==> src/rtl/axi_defs_pkg.sv <==
// Shared AXI4 constants, FSM state encoding and burst-length helper for the
// cache-side AXI user masters.
package axi_defs_pkg;

  localparam logic [1:0] AXI_BURST_INCR  = 2'b01;
  localparam logic [2:0] AXI_SIZE_4B     = 3'b010;
  localparam logic [1:0] AXI_RESP_OKAY   = 2'b00;
  localparam logic [1:0] AXI_RESP_EXOKAY = 2'b01;
  localparam logic [1:0] AXI_RESP_SLVERR = 2'b10;
  localparam logic [1:0] AXI_RESP_DECERR = 2'b11;

  localparam int MAX_LEN_DEF = 16;

  typedef enum logic [2:0] {
    ST_IDLE = 3'd0,
    ST_AR   = 3'd1,
    ST_R    = 3'd2,
    ST_WR   = 3'd3,
    ST_B    = 3'd4,
    ST_DONE = 3'd5
  } state_t;

  // A zero length still moves one beat; anything past the cap is truncated.
  function automatic logic [7:0] clamp_len(input logic [7:0] len, input logic [7:0] max_len);
    if (len == 8'd0) return 8'd1;
    if (len > max_len) return max_len;
    return len;
  endfunction

endpackage

==> src/rtl/axi_user_master.sv <==
// Cache-side request bridge onto one AXI4 master port: one INCR burst per
// request, a single transaction outstanding, per-beat strobes back to the cache.
module axi_user_master
  import axi_defs_pkg::*;
#(
  parameter int ADDR_W  = 32,
  parameter int DATA_W  = 32,
  parameter int MAX_LEN = MAX_LEN_DEF
) (
  input  logic                clk,
  input  logic                resetn,
  input  logic                axi_start,
  input  logic                axi_rw,
  input  logic [ADDR_W-1:0]   axi_addr,
  input  logic [7:0]          axi_len,
  input  logic [DATA_W-1:0]   axi_wdata,
  input  logic                axi_wvalid,
  output logic                axi_wready,
  output logic [DATA_W-1:0]   axi_rdata,
  output logic                axi_rvalid,
  output logic                axi_done,
  output logic                axi_busy,
  output logic                axi_err,
  output logic [ADDR_W-1:0]   m_araddr,
  output logic [7:0]          m_arlen,
  output logic [2:0]          m_arsize,
  output logic [1:0]          m_arburst,
  output logic                m_arvalid,
  input  logic                m_arready,
  input  logic [DATA_W-1:0]   m_rdata,
  input  logic [1:0]          m_rresp,
  input  logic                m_rlast,
  input  logic                m_rvalid,
  output logic                m_rready,
  output logic [ADDR_W-1:0]   m_awaddr,
  output logic [7:0]          m_awlen,
  output logic [2:0]          m_awsize,
  output logic [1:0]          m_awburst,
  output logic                m_awvalid,
  input  logic                m_awready,
  output logic [DATA_W-1:0]   m_wdata,
  output logic [DATA_W/8-1:0] m_wstrb,
  output logic                m_wlast,
  output logic                m_wvalid,
  input  logic                m_wready,
  input  logic [1:0]          m_bresp,
  input  logic                m_bvalid,
  output logic                m_bready
);

  localparam logic [7:0] MAX_LEN8 = 8'(MAX_LEN);

  state_t              state, state_nx;
  logic [ADDR_W-1:0]   addr_q;
  logic [7:0]          len_q;
  logic [7:0]          cnt;
  logic                aw_done, w_done, err_q;
  logic [DATA_W-1:0]   rdata_q;
  logic                rvalid_q;
  logic                last_cnt;

  // Beat counter is shared by R and W: only one direction is active at a time.
  assign last_cnt = (cnt == len_q - 8'd1);

  assign m_araddr  = addr_q;
  assign m_awaddr  = addr_q;
  assign m_arlen   = len_q - 8'd1;
  assign m_awlen   = len_q - 8'd1;
  assign m_arsize  = AXI_SIZE_4B;
  assign m_awsize  = AXI_SIZE_4B;
  assign m_arburst = AXI_BURST_INCR;
  assign m_awburst = AXI_BURST_INCR;
  assign m_wstrb   = '1;
  assign m_wdata   = axi_wdata;
  assign axi_rdata  = rdata_q;
  assign axi_rvalid = rvalid_q;
  assign axi_busy   = (state != ST_IDLE);
  assign axi_wready = m_wready && m_wvalid;

  // Next-state and channel handshake outputs.
  always_comb begin
    state_nx  = state;
    m_arvalid = 1'b0;
    m_rready  = 1'b0;
    m_awvalid = 1'b0;
    m_wvalid  = 1'b0;
    m_wlast   = 1'b0;
    m_bready  = 1'b0;
    axi_done  = 1'b0;
    axi_err   = 1'b0;
    case (state)
      ST_IDLE: if (axi_start) state_nx = axi_rw ? ST_AR : ST_WR;
      ST_AR: begin
        m_arvalid = 1'b1;
        if (m_arready) state_nx = ST_R;
      end
      ST_R: begin
        m_rready = 1'b1;
        if (m_rvalid && (m_rlast || last_cnt)) state_nx = ST_DONE;
      end
      ST_WR: begin
        // AW and W run independently; leave only once both have finished.
        m_awvalid = !aw_done;
        m_wvalid  = axi_wvalid && !w_done;
        m_wlast   = last_cnt;
        if ((aw_done || m_awready) && (w_done || (axi_wvalid && m_wready && last_cnt)))
          state_nx = ST_B;
      end
      ST_B: begin
        m_bready = 1'b1;
        if (m_bvalid) state_nx = ST_DONE;
      end
      ST_DONE: begin
        axi_done = 1'b1;
        axi_err  = err_q;
        state_nx = ST_IDLE;
      end
      default: state_nx = ST_IDLE;
    endcase
  end

  // State register, request latch, beat counting and sticky error.
  always_ff @(posedge clk) begin
    if (!resetn) begin
      state    <= ST_IDLE;
      addr_q   <= '0;
      len_q    <= 8'd1;
      cnt      <= 8'd0;
      aw_done  <= 1'b0;
      w_done   <= 1'b0;
      err_q    <= 1'b0;
      rdata_q  <= '0;
      rvalid_q <= 1'b0;
    end else begin
      state    <= state_nx;
      rvalid_q <= 1'b0;
      case (state)
        ST_IDLE: if (axi_start) begin
          addr_q  <= axi_addr;
          len_q   <= clamp_len(axi_len, MAX_LEN8);
          cnt     <= 8'd0;
          aw_done <= 1'b0;
          w_done  <= 1'b0;
          err_q   <= 1'b0;
        end
        ST_R: if (m_rvalid) begin
          rdata_q  <= m_rdata;
          rvalid_q <= 1'b1;
          cnt      <= cnt + 8'd1;
          if (m_rresp != AXI_RESP_OKAY) err_q <= 1'b1;
        end
        ST_WR: begin
          if (!aw_done && m_awready) aw_done <= 1'b1;
          if (m_wvalid && m_wready) begin
            cnt <= cnt + 8'd1;
            if (last_cnt) w_done <= 1'b1;
          end
        end
        ST_B: if (m_bvalid && (m_bresp != AXI_RESP_OKAY)) err_q <= 1'b1;
        ST_DONE: err_q <= 1'b0;
        default: ;
      endcase
    end
  end

endmodule

==> config.mk <==
export PLATFORM = sky130hd
export DESIGN_NAME = axi_user_master
export DESIGN_NICKNAME = d
export VERILOG_FILES = /design/src/rtl/axi_defs_pkg.sv /design/src/rtl/axi_user_master.sv
export SDC_FILE = /design/constraint.sdc
export NUM_CORES = 1
export LEC_CHECK = 0
export ABC_CLOCK_PERIOD_IN_PS = 4500
export BUFFER_PORTS_ARGS = -buffer_cell sky130_fd_sc_hd__buf_2
export CORE_AREA = 2 2 113 115
export DETAILED_ROUTE_END_ITERATION = 16
export DIE_AREA = 0 0 115 117
export PLACE_DENSITY = 0.76
export SLEW_MARGIN = 20
export SYNTH_ARGS = -nofsm -noshare
export SYNTH_HDL_FRONTEND = slang
export SYNTH_SLANG_ARGS = --single-unit
==> constraint.sdc <==
create_clock -name clk -period 4.5 [get_ports clk]
set_input_delay 1.35 -clock clk [delete_from_list [all_inputs] [get_ports clk]]
set_output_delay 1.35 -clock clk [all_outputs]
set_load 0.03 [all_outputs]
==> results.yml, run 1 <==
finish:
  multi_input_area_um2: 1800
  synthToLayoutAreaGrowth_pct: 21.3
  nets: 784
  fin_util_pct: 42.1
  regArea_um2: 1740
  diodes: 0
  final_cells: 818
  drive_gt1_share_pct: 36.5
  fin_area_um2: 5180
  final_common_cell: "buf_2"
  layout_common_cells: "buf_2, nand2_1, dfxtp_1"
  nFillCells: 1270
setup_path:
  crit_chain: "inv_1, ha_1, nor3b_1, xnor2_1, nand3_1, nor3_1, nand2_1, nor2_1, buf_2"
  required_ns: 3.15
  r2r_slack_ns: 2.25
  cp_slowest_cell: "nor3b_1"
  critical_path_class: "reg2out"
  worst_setup_path_start_kind: "flop"
  max_stage_delay_ns: 0.49
  critical_path_buf_inv_count: 2
  reg2regPathDepth: 8
  r2r-end: "state[1]"
  r2r-start: "len_q[0]"
  cp.arrival_ns: 2.50
  end_kind: "primary output"
  path_delay_family: "simple AND/OR/NAND/NOR gates"
  cp_max_fo: 4
yosys:
  ys_top_cells_by_area: "dfxtp_1, buf_4, nand2_1"
  yosysWarnings: 0
  synth.distinct_cells: 47
  ys_ff_latch: 87
  yosysTopAreaCellShare_pct: 40.8
  yosys.area.top_type: "dfxtp_1"
  synth-async-reset-ratio_pct: 0
  yosysSeqAreaShare_pct: 40.8
  syn_avg_cell_area_um2: 7.85
  synthFlopType: "dfxtp_1"
  synth-edff-count: 0
  synth_area_um2: 4270
  synthCells: 544
job:
  cap_viol_max_count: 0
clocking:
  postCtsSetupRepairBufs: 0
  cts_hold_buf: 0
  clock_path_buffers: 2
  clkSlewWorstSetupHoldPaths_ns: 0.06
  cts_root_buf: "clkbuf_16"
  htreeDepth: 3
  cts_buffers: 9
  cts.sinks: 87
  insertion_delay_ns: 0.33
  cts_tree: "built"
  post_cts_resized: 0
worst_hold_path:
  min_path_cells: 2
  hold-path-endpoint: "axi_rdata[26]"
  min_from: "axi_rdata[26]"
  hp-class: "reg2reg"
floorplan:
  core_um2: 12300
  die-area_um2: 13500
  initial_core_util_pct: 34.7
  row_count: 41
  ioPinCount: 288
  die_w_um: 115
  die_y_um: 117
route:
  drc_errors: 0
  routed_wl_um: 10700
  vias_per_cell: 4.69
  vias: 3837
  wl_per_cell_um: 13.1
  drtAntennaViolNets: 0
  drt_iter0_drc: 118
  dr.pass1.iters: 4
placed_design:
  dpl.hpwl_um: 7770
  dp_cells: 802
  routabilityCongestion: 0.811
  io_buffers: 209
  dpl_cell_area_um2: 4820
  preCtsSetupSlack_ns: 0.995
sta:
  slew_violations: 0
  fin_crit_sh_pct: 85.6
  timing.hold.ws_ns: 0.453
  hold_violations: 0
  tns_ns: 0
  rsz0062_at_grt: "no"
  fin_ws_ns: 0.646
  timing.fmax_mhz: 260
  relSlewSlack_pct: 35.0
  finalSetupViolations: 0
  tightest_slew_ns: 0.973
  fin_worst_skew_ns: 0.00438
  period_minus_slack_ns: 3.85
grt:
  overflow: 0
  grt_pass1_wl_um: 15900
  grt_max_degree: 54
  grt_pass1_vias: 3325
  globalRouteTotalUtil_pct: 15.1
  antenna_found_initial: 0
power:
  leakagePower_nw: 2.52
  ir_drop_uv: 204
  p_per_area_nw_per_um2: 613
  fin_total_pwr_mw: 3.18
run_status:
  status: "completed"
## worst min-delay path: stages (launching register included)
cell and delay [ns]:
dfxtp_1 0.31, nand2_1 0.05, a21oi_1 0.05
## sequential cells by signal (all words and copies together) (netlist names)
| name | flops |
|---|---|
| axi_rdata | 32 |
| m_araddr | 32 |
| cnt | 8 |
| len_q | 8 |
| state | 3 |
| aw_done | 1 |
| axi_rvalid | 1 |
| err_q | 1 |
| w_done | 1 |
## final cells by class
type,count,area share [%]
Sequential cell,87,33.6
Tap cell,150,3.62
Timing Repair Buffer,213,20.8
Clock inverter,6,2.22
Clock buffer,10,4.61
Inverter,7,0.507
Multi-Input combinational cell,345,34.7
## cell families after synthesis
family | share of synthesized area [%]
other cells | 0.176
simple gates | 21.3
xor+xnor | 5.59
mux | 0.469
compound gates | 12.6
fa+ha+maj | 0.586
buf+inv | 18.5
flops | 40.8
## where the power goes
group	switching [mW]	internal (mW)	leakage [nW]	total (mW)
Clock	0.314	0.561	0.169	0.875
Combinational	0.926	0.387	1.64	1.31
Sequential	0.105	0.883	0.708	0.988
Total	1.35	1.83	2.52	3.18
## synth_stat cells (all sizes together) (3+ instances only)
| cell type | count |
|---|---|
| a21oi | 75 |
| a31oi | 3 |
| and3 | 8 |
| buf | 87 |
| clkbuf | 30 |
| dfxtp | 87 |
| inv | 6 |
| nand2 | 146 |
| nand2b | 3 |
| nand3 | 7 |
| nand4 | 4 |
| nor2 | 17 |
| nor2b | 3 |
| nor3 | 10 |
| nor4 | 4 |
| o211ai | 4 |
| xnor2 | 9 |
| xor2 | 12 |
## metal layers
layer / part of all wire, % / wire [um] / global-route usage [%]
met4: 2.5 / 268 / 8.03
met3: 9.8 / 1040 / 5.36
met5: 0 / 0 / 0
met2: 44 / 4750 / 24.0
met1: 43 / 4640 / 18.1
## how the worst max path moves through the flow
stage               cells after the start      from  slack [ns]      end
floorplan                               8  len_q[0]        0.87  m_wlast
global placement                        9  len_q[0]        1.03  m_wlast
detailed placement                      9  len_q[0]        0.99  m_wlast
CTS                                     9  len_q[0]        0.61  m_wlast
global route                            9  len_q[0]        0.41  m_wlast
finish                                  9  len_q[0]        0.65  m_wlast
Note: power is estimated with default switching activity, not from simulation.
==> run 2, diff against run 1 <==
- ABC_CLOCK_PERIOD_IN_PS: 4500 -> 3100
- PLACE_DENSITY: 0.76 -> 0.79
- clock period: 4.5 -> 3.1 ns (I/O delays scaled with it)
==> results.yml, run 2 (synthesis gave the netlist of run 1 again) <==
setup_path:
  worst_setup_path_start_kind: "flop"
  cp_max_fo: 4
  reg2regPathDepth: 6
  max_stage_delay_ns: 0.46
  crit_chain: "or3_4, or4_4, nand2_4, xnor2_4, nand2_2, nor2_2, buf_6"
  cp.arrival_ns: 2.10
  critical_path_class: "reg2out"
  cp_slowest_cell: "or4_4"
  crit_cells: 7
  path_delay_family: "simple AND/OR/NAND/NOR gates"
  critical_path_buf_inv_count: 1
  r2r-start: "len_q[1]"
  required_ns: 2.17
  cp-startpoint: "len_q[1]"
  end_kind: "primary output"
finish:
  multi_input_area_um2: 1870
  nets: 791
  layout_common_cells: "buf_2, nand2_1, dfxtp_1"
  nFillCells: 1256
  drive_gt1_share_pct: 38.7
  final_cells: 825
  regArea_um2: 1750
  synthToLayoutAreaGrowth_pct: 23.5
  diodes: 0
  fin_util_pct: 42.8
  final_common_cell: "buf_2"
power:
  power_switching_mw: 1.99
  leakagePower_nw: 2.54
  pwr-share-comb_pct: 44.7
  seq_power_share_pct: 31.4
  p_sw_share_pct: 43.9
  fin_total_pwr_mw: 4.53
  p_clk_share_pct: 23.9
  p_int_mw: 2.54
  ir_drop_uv: 413
  p_per_area_nw_per_um2: 859
clocking:
  cts_tree: "built"
  htreeDepth: 3
  cts_root_buf: "clkbuf_16"
  cts_hold_buf: 0
  insertion_delay_ns: 0.34
  clock_path_buffers: 2
  cts_buffers: 9
  cts.sinks: 87
  clkSlewWorstSetupHoldPaths_ns: 0.06
route:
  vias_per_cell: 4.65
  wl_per_cell_um: 12.6
  dr.pass1.iters: 4
  drt_iter0_drc: 109
  drtAntennaViolNets: 0
  vias: 3838
  drc_errors: 0
  routed_wl_um: 10400
grt:
  grt_pass1_vias: 3343
  antenna_found_initial: 0
  grt_max_degree: 51
  grt_pass1_wl_um: 15900
  globalRouteTotalUtil_pct: 15.1
  overflow: 0
sta:
  rsz0062_at_grt: "yes"
  relSlewSlack_pct: 50.5
  fin_worst_skew_ns: 0.00690
  tightest_slew_ns: 0.736
  slew_violations: 0
  hold_violations: 0
  timing.fmax_mhz: 330
  finalSetupViolations: 0
  tns_ns: 0
  period_minus_slack_ns: 3.03
  fin_crit_sh_pct: 97.8
job:
  cap_viol_max_count: 0
floorplan:
  die-area_um2: 13500
  initial_core_util_pct: 34.7
  row_count: 41
  core_um2: 12300
  ioPinCount: 288
  die_w_um: 115
  die_y_um: 117
worst_hold_path:
  min_from: "axi_rdata[28]"
  hp-class: "reg2reg"
  min_path_cells: 2
placed_design:
  dp_cells: 808
  routabilityCongestion: 0.820
  dpl.hpwl_um: 7570
  io_buffers: 209
run_status:
  status: "completed"
==> run 2: worst register-to-register path, cell delays in order, from the launching register on <==
cell	delay (ns)
dfxtp_2	0.33
or3_4	0.42
or4_4	0.46
and3_2	0.24
nor4_2	0.21
a21oi_2	0.13
mux2i_1	0.13
==> run 2: layout make-up <==
class                      count  area share [%]
clock buffer                   9            4.27
clock inverter                 7            1.38
inverter                       7           0.498
multi-input combinational    345            35.4
sequential                    87            33.1
tap                          150            3.56
timing repair buffer         220            21.8
==> run 2: final timing paths <==
kind                                 endpoint  slack, ns
worst max-delay path                  m_wlast       0.07
worst max register to register       state[0]       1.06
worst min-delay path            axi_rdata[28]       0.45
worst min register to register  axi_rdata[28]       0.45
==> run 2: power by group through the flow <==
stage | clock network (mW) | registers (mW) | logic (mW)
detailed placement | 0 | 1.44 | 1.99
finish | 1.08 | 1.42 | 2.02
floorplan | 0 | 1.66 | 1.43
CTS | 1.12 | 1.42 | 2.02
global placement | 0 | 1.44 | 1.97
global route | 1.16 | 1.45 | 2.20
==> run 2: metal layers <==
metal  vias to the layer above  track usage, %  part of all wire (%)
li1                       1930               -                     -
met1                      1736            17.8                    42
met2                       157            25.1                    47
met3                        15            4.17                   7.7
met4                         0            8.35                   2.7
met5                         -               0                     0
==> run 2: what timing repair did <==
item / CTS / global route
hold endpoints to repair: 0 / 0
pin swaps: 1 / 4
setup endpoints to repair: 1 / 1
resized for setup: 12 / 6
buffers inserted: 0 / 1
==> run 2: metrics by stage <==
stage               instance area [um2]  worst slack (ns)  hold slack (ns)
detailed placement                 4880            0.0771            0.443
finish                             5270            0.0676            0.448
global placement                   4880             0.132            0.439
global route                       5270           -0.0349            0.472
floorplan                          4320           0.00259            0.457
CTS                                5240           0.00134            0.452
